<file path="src/rtl/mem_pkg.sv">
// Shared types and bus encodings for the memory-stage load/store unit.
// Used by mem_stage_lsu and its mem_align datapath.
package mem_pkg;

    typedef enum logic [1:0] {
        MEM_BYTE  = 2'b00,
        MEM_HALF  = 2'b01,
        MEM_WORD  = 2'b10,
        MEM_DWORD = 2'b11
    } mem_size_t;

    typedef logic [1:0] lsu_state_t;
    localparam lsu_state_t LSU_IDLE = 2'b00;
    localparam lsu_state_t LSU_WAIT = 2'b01;
    localparam lsu_state_t LSU_DONE = 2'b10;

    typedef logic [1:0] bus_cmd_t;
    localparam bus_cmd_t BUS_NONE  = 2'b00;
    localparam bus_cmd_t BUS_LOAD  = 2'b01;
    localparam bus_cmd_t BUS_STORE = 2'b10;

    function automatic int size_bytes(input mem_size_t size);
        int n;
        case (size)
            MEM_BYTE:  n = 1;
            MEM_HALF:  n = 2;
            MEM_WORD:  n = 4;
            MEM_DWORD: n = 8;
            default:   n = 1;
        endcase
        return n;
    endfunction

endpackage

</file>
<file path="src/rtl/mem_align.sv">
// Combinational lane logic: byte enables, store-data replication and
// load-data extraction with sign/zero extension.
module mem_align
    import mem_pkg::*;
#(
    parameter int XLEN = 32
) (
    input  logic [$clog2(XLEN/8)-1:0] offset,
    input  mem_size_t                 size,
    input  logic                      load_unsigned,
    input  logic [XLEN-1:0]           store_data,
    input  logic [XLEN-1:0]           load_data,
    output logic [XLEN/8-1:0]         be,
    output logic [XLEN-1:0]           store_lanes,
    output logic [XLEN-1:0]           load_result
);

    localparam int BW = XLEN / 8;

    int              nbytes_s;
    logic [BW-1:0]   mask_s;
    logic [XLEN-1:0] lane_s;

    // Byte-enable mask and store data replicated every size bytes
    always_comb begin
        nbytes_s    = size_bytes(size);
        mask_s      = '0;
        store_lanes = '0;
        for (int i = 0; i < BW; i++) begin
            mask_s[i] = (i < nbytes_s);
            store_lanes[8*i +: 8] = store_data[8*(i & (nbytes_s - 1)) +: 8];
        end
        be = mask_s << offset;
    end

    // Shift the addressed bytes down to bit 0, then extend to XLEN
    always_comb begin
        lane_s = load_data >> {offset, 3'b000};
        case (size)
            MEM_BYTE:  load_result = load_unsigned ? XLEN'(lane_s[7:0])
                                                   : XLEN'($signed(lane_s[7:0]));
            MEM_HALF:  load_result = load_unsigned ? XLEN'(lane_s[15:0])
                                                   : XLEN'($signed(lane_s[15:0]));
            MEM_WORD:  load_result = load_unsigned ? XLEN'(lane_s[31:0])
                                                   : XLEN'($signed(lane_s[31:0]));
            MEM_DWORD: load_result = lane_s;
            default:   load_result = lane_s;
        endcase
    end

endmodule

</file>
<file path="src/rtl/mem_stage_lsu.sv">
// Memory-stage load/store unit: issues one bus access per memory op,
// stalls the pipeline until ack or timeout, and returns the result.
module mem_stage_lsu
    import mem_pkg::*;
#(
    parameter int XLEN           = 32,
    parameter int TIMEOUT_CYCLES = 64
) (
    input  logic                clk,
    input  logic                rst,
    input  logic [XLEN-1:0]     ex_mem_regb,
    input  logic [XLEN-1:0]     ex_mem_alu_result,
    input  logic                ex_mem_rd_mem,
    input  logic                ex_mem_wr_mem,
    input  logic [1:0]          ex_mem_mem_size,
    input  logic                ex_mem_mem_unsigned,
    input  logic                ex_mem_valid_inst,
    input  logic [XLEN-1:0]     Dmem2proc_data,
    input  logic                Dmem2proc_ack,
    output logic [XLEN-1:0]     mem_result_out,
    output logic                mem_stall,
    output logic                mem_misalign,
    output logic                mem_timeout,
    output logic [1:0]          proc2Dmem_command,
    output logic [XLEN-1:0]     proc2Dmem_addr,
    output logic [XLEN-1:0]     proc2Dmem_data,
    output logic [XLEN/8-1:0]   proc2Dmem_be
);

    localparam int BW = XLEN / 8;
    localparam int OW = $clog2(BW);
    localparam int CW = $clog2(TIMEOUT_CYCLES + 1);

    lsu_state_t      state_r;
    logic [CW-1:0]   wait_cnt_r;
    logic [XLEN-1:0] rdata_r;
    logic            timeout_r;

    mem_size_t       size_s;
    logic            mem_op_s;
    logic            is_load_s;
    logic            misalign_s;
    logic            start_s;
    logic            busy_s;
    logic            done_s;
    logic [BW-1:0]   be_s;
    logic [XLEN-1:0] lanes_s;
    logic [XLEN-1:0] load_res_s;

    assign size_s    = mem_size_t'(ex_mem_mem_size);
    assign mem_op_s  = ex_mem_valid_inst & (ex_mem_rd_mem | ex_mem_wr_mem);
    assign is_load_s = ex_mem_rd_mem & ~ex_mem_wr_mem;

    // Natural-alignment check; dword is illegal on a 32-bit datapath
    always_comb begin
        case (size_s)
            MEM_BYTE:  misalign_s = 1'b0;
            MEM_HALF:  misalign_s = ex_mem_alu_result[0];
            MEM_WORD:  misalign_s = |ex_mem_alu_result[1:0];
            MEM_DWORD: misalign_s = (XLEN == 32) | (|ex_mem_alu_result[2:0]);
            default:   misalign_s = 1'b1;
        endcase
    end

    // The timeout cycle must not relaunch the op still held on the inputs
    assign start_s = ~rst & ~timeout_r & (state_r == LSU_IDLE) & mem_op_s & ~misalign_s;
    assign busy_s  = start_s | (~rst & (state_r == LSU_WAIT));
    assign done_s  = ~rst & (state_r == LSU_DONE);

    mem_align #(.XLEN(XLEN)) u_align (
        .offset        (ex_mem_alu_result[OW-1:0]),
        .size          (size_s),
        .load_unsigned (ex_mem_mem_unsigned),
        .store_data    (ex_mem_regb),
        .load_data     (rdata_r),
        .be            (be_s),
        .store_lanes   (lanes_s),
        .load_result   (load_res_s)
    );

    // Access FSM, wait counter, read-data capture and timeout pulse
    always_ff @(posedge clk) begin
        if (rst) begin
            state_r    <= LSU_IDLE;
            wait_cnt_r <= '0;
            rdata_r    <= '0;
            timeout_r  <= 1'b0;
        end else begin
            timeout_r <= 1'b0;
            case (state_r)
                LSU_IDLE: begin
                    if (start_s) begin
                        state_r    <= LSU_WAIT;
                        wait_cnt_r <= '0;
                    end else begin
                        state_r <= LSU_IDLE;
                    end
                end
                LSU_WAIT: begin
                    if (Dmem2proc_ack) begin
                        state_r <= LSU_DONE;
                        rdata_r <= Dmem2proc_data;
                    end else if (wait_cnt_r == CW'(TIMEOUT_CYCLES - 1)) begin
                        state_r   <= LSU_IDLE;
                        timeout_r <= 1'b1;
                    end else begin
                        wait_cnt_r <= wait_cnt_r + CW'(1);
                    end
                end
                LSU_DONE: state_r <= LSU_IDLE;
                default:  state_r <= LSU_IDLE;
            endcase
        end
    end

    // Bus request and pipeline-facing outputs
    always_comb begin
        if (busy_s) begin
            proc2Dmem_command = ex_mem_wr_mem ? BUS_STORE : BUS_LOAD;
            proc2Dmem_be      = be_s;
        end else begin
            proc2Dmem_command = BUS_NONE;
            proc2Dmem_be      = '0;
        end
        if (done_s & is_load_s) begin
            mem_result_out = load_res_s;
        end else begin
            mem_result_out = ex_mem_alu_result;
        end
    end

    assign proc2Dmem_addr = {ex_mem_alu_result[XLEN-1:OW], {OW{1'b0}}};
    assign proc2Dmem_data = lanes_s;
    assign mem_stall      = busy_s;
    assign mem_misalign   = mem_op_s & misalign_s;
    assign mem_timeout    = timeout_r & ~rst;

endmodule
</file>
<file path="config.mk">
export PLATFORM = sky130hd
export DESIGN_NAME = mem_stage_lsu
export DESIGN_NICKNAME = d
export VERILOG_FILES = /design/src/rtl/mem_pkg.sv /design/src/rtl/mem_align.sv /design/src/rtl/mem_stage_lsu.sv
export SDC_FILE = /design/constraint.sdc
export NUM_CORES = 1
export LEC_CHECK = 0
export CAP_MARGIN = 30
export CORE_ASPECT_RATIO = 0.9
export CORE_MARGIN = 1
export CORE_UTILIZATION = 39
export DETAILED_ROUTE_END_ITERATION = 10
export PLACE_DENSITY_LB_ADDON = 0.12
export SETUP_SLACK_MARGIN = 0.2
export SYNTH_ARGS = -nofsm -noshare
export SYNTH_HDL_FRONTEND = slang
export SYNTH_HIERARCHICAL = 1
export SYNTH_SLANG_ARGS = --single-unit
</file>
<file path="constraint.sdc">
create_clock -name clk -period 2.5 [get_ports clk]
set_input_delay 0.375 -clock clk [delete_from_list [all_inputs] [get_ports clk]]
set_output_delay 0.375 -clock clk [all_outputs]
set_load 0.02 [all_outputs]
</file>
==> results.cfg <==
[outcome]
status = finished, final reports clean

[logic_synthesis]
synth_edf_count = 0
synth-main-ff-cell = dfxtp_1
synthArstFlopShare_pct = 0
synth-compound-area-share_pct = 16.26
muxShareOfSynthArea_pct = 22.77
synth_area_leaders = dfxtp_1 23%, nand2_1 14%, mux2_4 12%, buf_4 8.1%, a21oi_1 7.2%
avgSynthCellArea_um2 = 7.633
synth_most_common_cell = nand2_1
synth_top_area_share_pct = 22.66
synth_fa_ha_area_share_pct = 0.3373
synth-simple-area-share_pct = 23.17
netlist_instances = 486
seq_area_frac_synth_pct = 22.66
synth_area_um2 = 3710
synth_common_cells = 137 x nand2_1, 53 x a21oi_1, 42 x dfxtp_1
yosys.area.top_type = dfxtp_1
yosys.cell_types.count = 50
ys_ff_latch = 42
synth_top_family_by_area = simple AND/OR/NAND/NOR gates
synth_xor_area_share_pct = 0.2361
yosysWarnings = 6

[finish]
fin_area_um2 = 6330
num-fill-cells = 757
final_cells = 809
drive_above_1_share_pct = 27.51
ff_latch_area_um2 = 847.1
final_util_pct = 69.06
multi_input_area_um2 = 2486
area_growth_pct = 70.62
n_antenna_cell = 0
num-nets-final = 792

[sta]
clock.fmax_mhz = 414.3
hold_violations = 0
clock_skew_ps = 8.119
slew_headroom_pct = 65.31
final.setup.tns_ps = 0
setup_viol = 0
worst_slew_pin_slew_ps = 519.3
min_period_over_period_pct = 96.55
finalCriticalPeriod_ps = 2414
drv_slew = 0
rsz0062_at_grt = yes

[grt]
grt_pass1_vias = 3709
grt-ovfl-total = 0
grt_pass1_wl_um = 19440
grt_usage_pct = 24.65
grt_max_degree = 42
grt_antenna_before_repair = 1

[hold_path]
hp-start = wait_cnt_r[6]
min_to = wait_cnt_r[6]
worst_hold_path_type = reg2reg
min_path_cells = 2

[clocking]
path_clk_slew_ps = 80
hold_buffers = 0
clk_latency_ps = 300
root_buffer = clkbuf_8
cts-htree-levels = 2
clockBufferDepth = 2
cts_buffers = 5
clock-sinks = 42
cts_tree = yes

[die]
rows = 33
ios = 210
fp.dieW_um = 104.8
initial_core_util_pct = 40.47
design.die.area_um2 = 9907
fp.coreArea_um2 = 9166
dieHeight_um = 94.53

[worst_setup_path]
critPathMaxFanout = 5
start_kind = register
r2r-start = wait_cnt_r[1]
crit_type = reg2out
cp-end-kind = output port
rr_worst_depth = 5
required_ps = 2120
worst_ep_arrival_time_ps = 2040
r2r_end = wait_cnt_r[0]
rrSetupSlack_ps = 600

[routing]
vias_per_cell = 4.957
drt_iter0_drc = 140
finalWirelength_um = 12610
drtAntennaViolNets = 0
first_pass_iters = 4
drc = 0
vias = 4010
wl_per_cell_um = 15.58

[power]
p_switching_w = 0.0006052
power_frac_clock_pct = 23.1
peakVddDrop_v = 0.0003645
p_comb_share_pct = 41.1
switching_share_pct = 31.66
seqPwrFrac_pct = 35.8
power_density_nw_per_um2 = 302.0
p_int_w = 0.001306
power_leakage_nw = 2.725

[placement]
numPortBuffers = 207
place_area_um2 = 5782
hpwlAfterDp_um = 9610
gp_congestion = 0.8487
place_inst = 783

[flow_run]
drv_cap = 0
layer usage:
metal | up-vias | global-route usage [%] | part of all wire, % | routed length, um
met3 | 14 | 4.900 | 5.9 | 747
met5 | - | 0 | 0.10 | 13
li1 | 2023 | - | - | -
met4 | 2 | 5.634 | 1.2 | 157
met2 | 127 | 43.38 | 48 | 6099
met1 | 1844 | 31.20 | 44 | 5587
metrics by stage:
step	worst slack (ps)	power, W	hold WS, ps
2_1_floorplan	456.7	0.001072	420.2
3_3_place_gp	-579.3	0.001457	429.1
3_5_place_dp	-609.8	0.001465	441.6
4_1_cts	15.23	0.001903	453.4
5_1_grt	27.00	0.001989	492.7
6_report	86.35	0.001911	453.6
how the worst max path moves through the flow:
| stage | start | to | slack [ps] |
|---|---|---|---|
| detailed placement | ex_mem_alu_result[1] | mem_result_out[24] | -610 |
| global placement | ex_mem_alu_result[1] | mem_result_out[24] | -580 |
| finish | rdata_r[15] | mem_result_out[31] | 90 |
| floorplan | ex_mem_mem_size[0] | mem_result_out[15] | 460 |
| CTS | rdata_r[7] | mem_result_out[24] | 20 |
| global route | rdata_r[15] | mem_result_out[31] | 30 |
layout by cell type, fill, tap and decap left out, drive strengths merged, types with 2 or more instances in the layout:
cell type      Yosys  routed
a2111oi            2       2
a211oi            10      10
a21o               2       2
a21oi             53      53
a22oi              3       3
and2              14      14
and3               3       3
buf               58      94
clkbuf            17       7
clkdlybuf4s15      0       5
clkdlybuf4s50      0     152
clkinv             1       3
conb               1       2
dfxtp             42      42
dlygate4sd2        0      14
inv                6       6
mux2              49      49
mux2i             18      18
nand2            137     137
nand2b             2       2
nand3              5       5
nor2               7       7
nor2b             11      11
nor3               3       3
nor4               3       3
o21ai             18      18
o22ai              2       2
o32ai              3       3
sequential cells by signal, indices dropped and copies added (netlist names):
signal and count:
timeout_r 1, state_r 2, rdata_r 32, wait_cnt_r 7
critical path: stages, from the launching register on:
cell and delay (ps):
dfxtp_2 340, mux2i_4 190, nor4_4 80, a311oi_4 280, buf_4 180, buf_16 120
buf_12 110, nand2_2 40, mux2_4 260, buf_6 130
area by class of cell:
type | instances | share of cell area, %
clock buffer | 5 | 1.087
inverter | 7 | 0.4151
clock inverter | 3 | 0.3360
tap | 122 | 2.412
sequential | 42 | 13.38
timing repair buffer | 267 | 43.09
multi-input combinational | 363 | 39.28
what timing repair did:
item / 4_1_cts / 5_1_grt
gates resized for setup: 236 / 60
setup endpoints to repair: 64 / 39
buffers inserted: 13 / 2
cloned: 3 / 0
pin swaps: 2 / 3
power by group through the flow:
| stage | Combinational (W) | Sequential (W) | Clock (W) |
|---|---|---|---|
| after floorplan | 0.000375 | 0.000697 | 0 |
| after global placement | 0.000758 | 0.000699 | 0 |
| after detailed placement | 0.000765 | 0.000699 | 0 |
| after CTS | 0.000775 | 0.000684 | 0.000444 |
| after global routing | 0.000831 | 0.000685 | 0.000473 |
| final | 0.000785 | 0.000684 | 0.000442 |
cell families after synthesis:
group | count (synthesis)
XOR/XNOR | 1
multiplexers | 67
AND/OR/NAND/NOR | 193
other | 1
adder cells (fa/ha/maj) | 1
buffers and inverters | 82
AO/OA/AOI/OAI | 99
flip-flops | 42
Power figures use the tool's default switching activity.
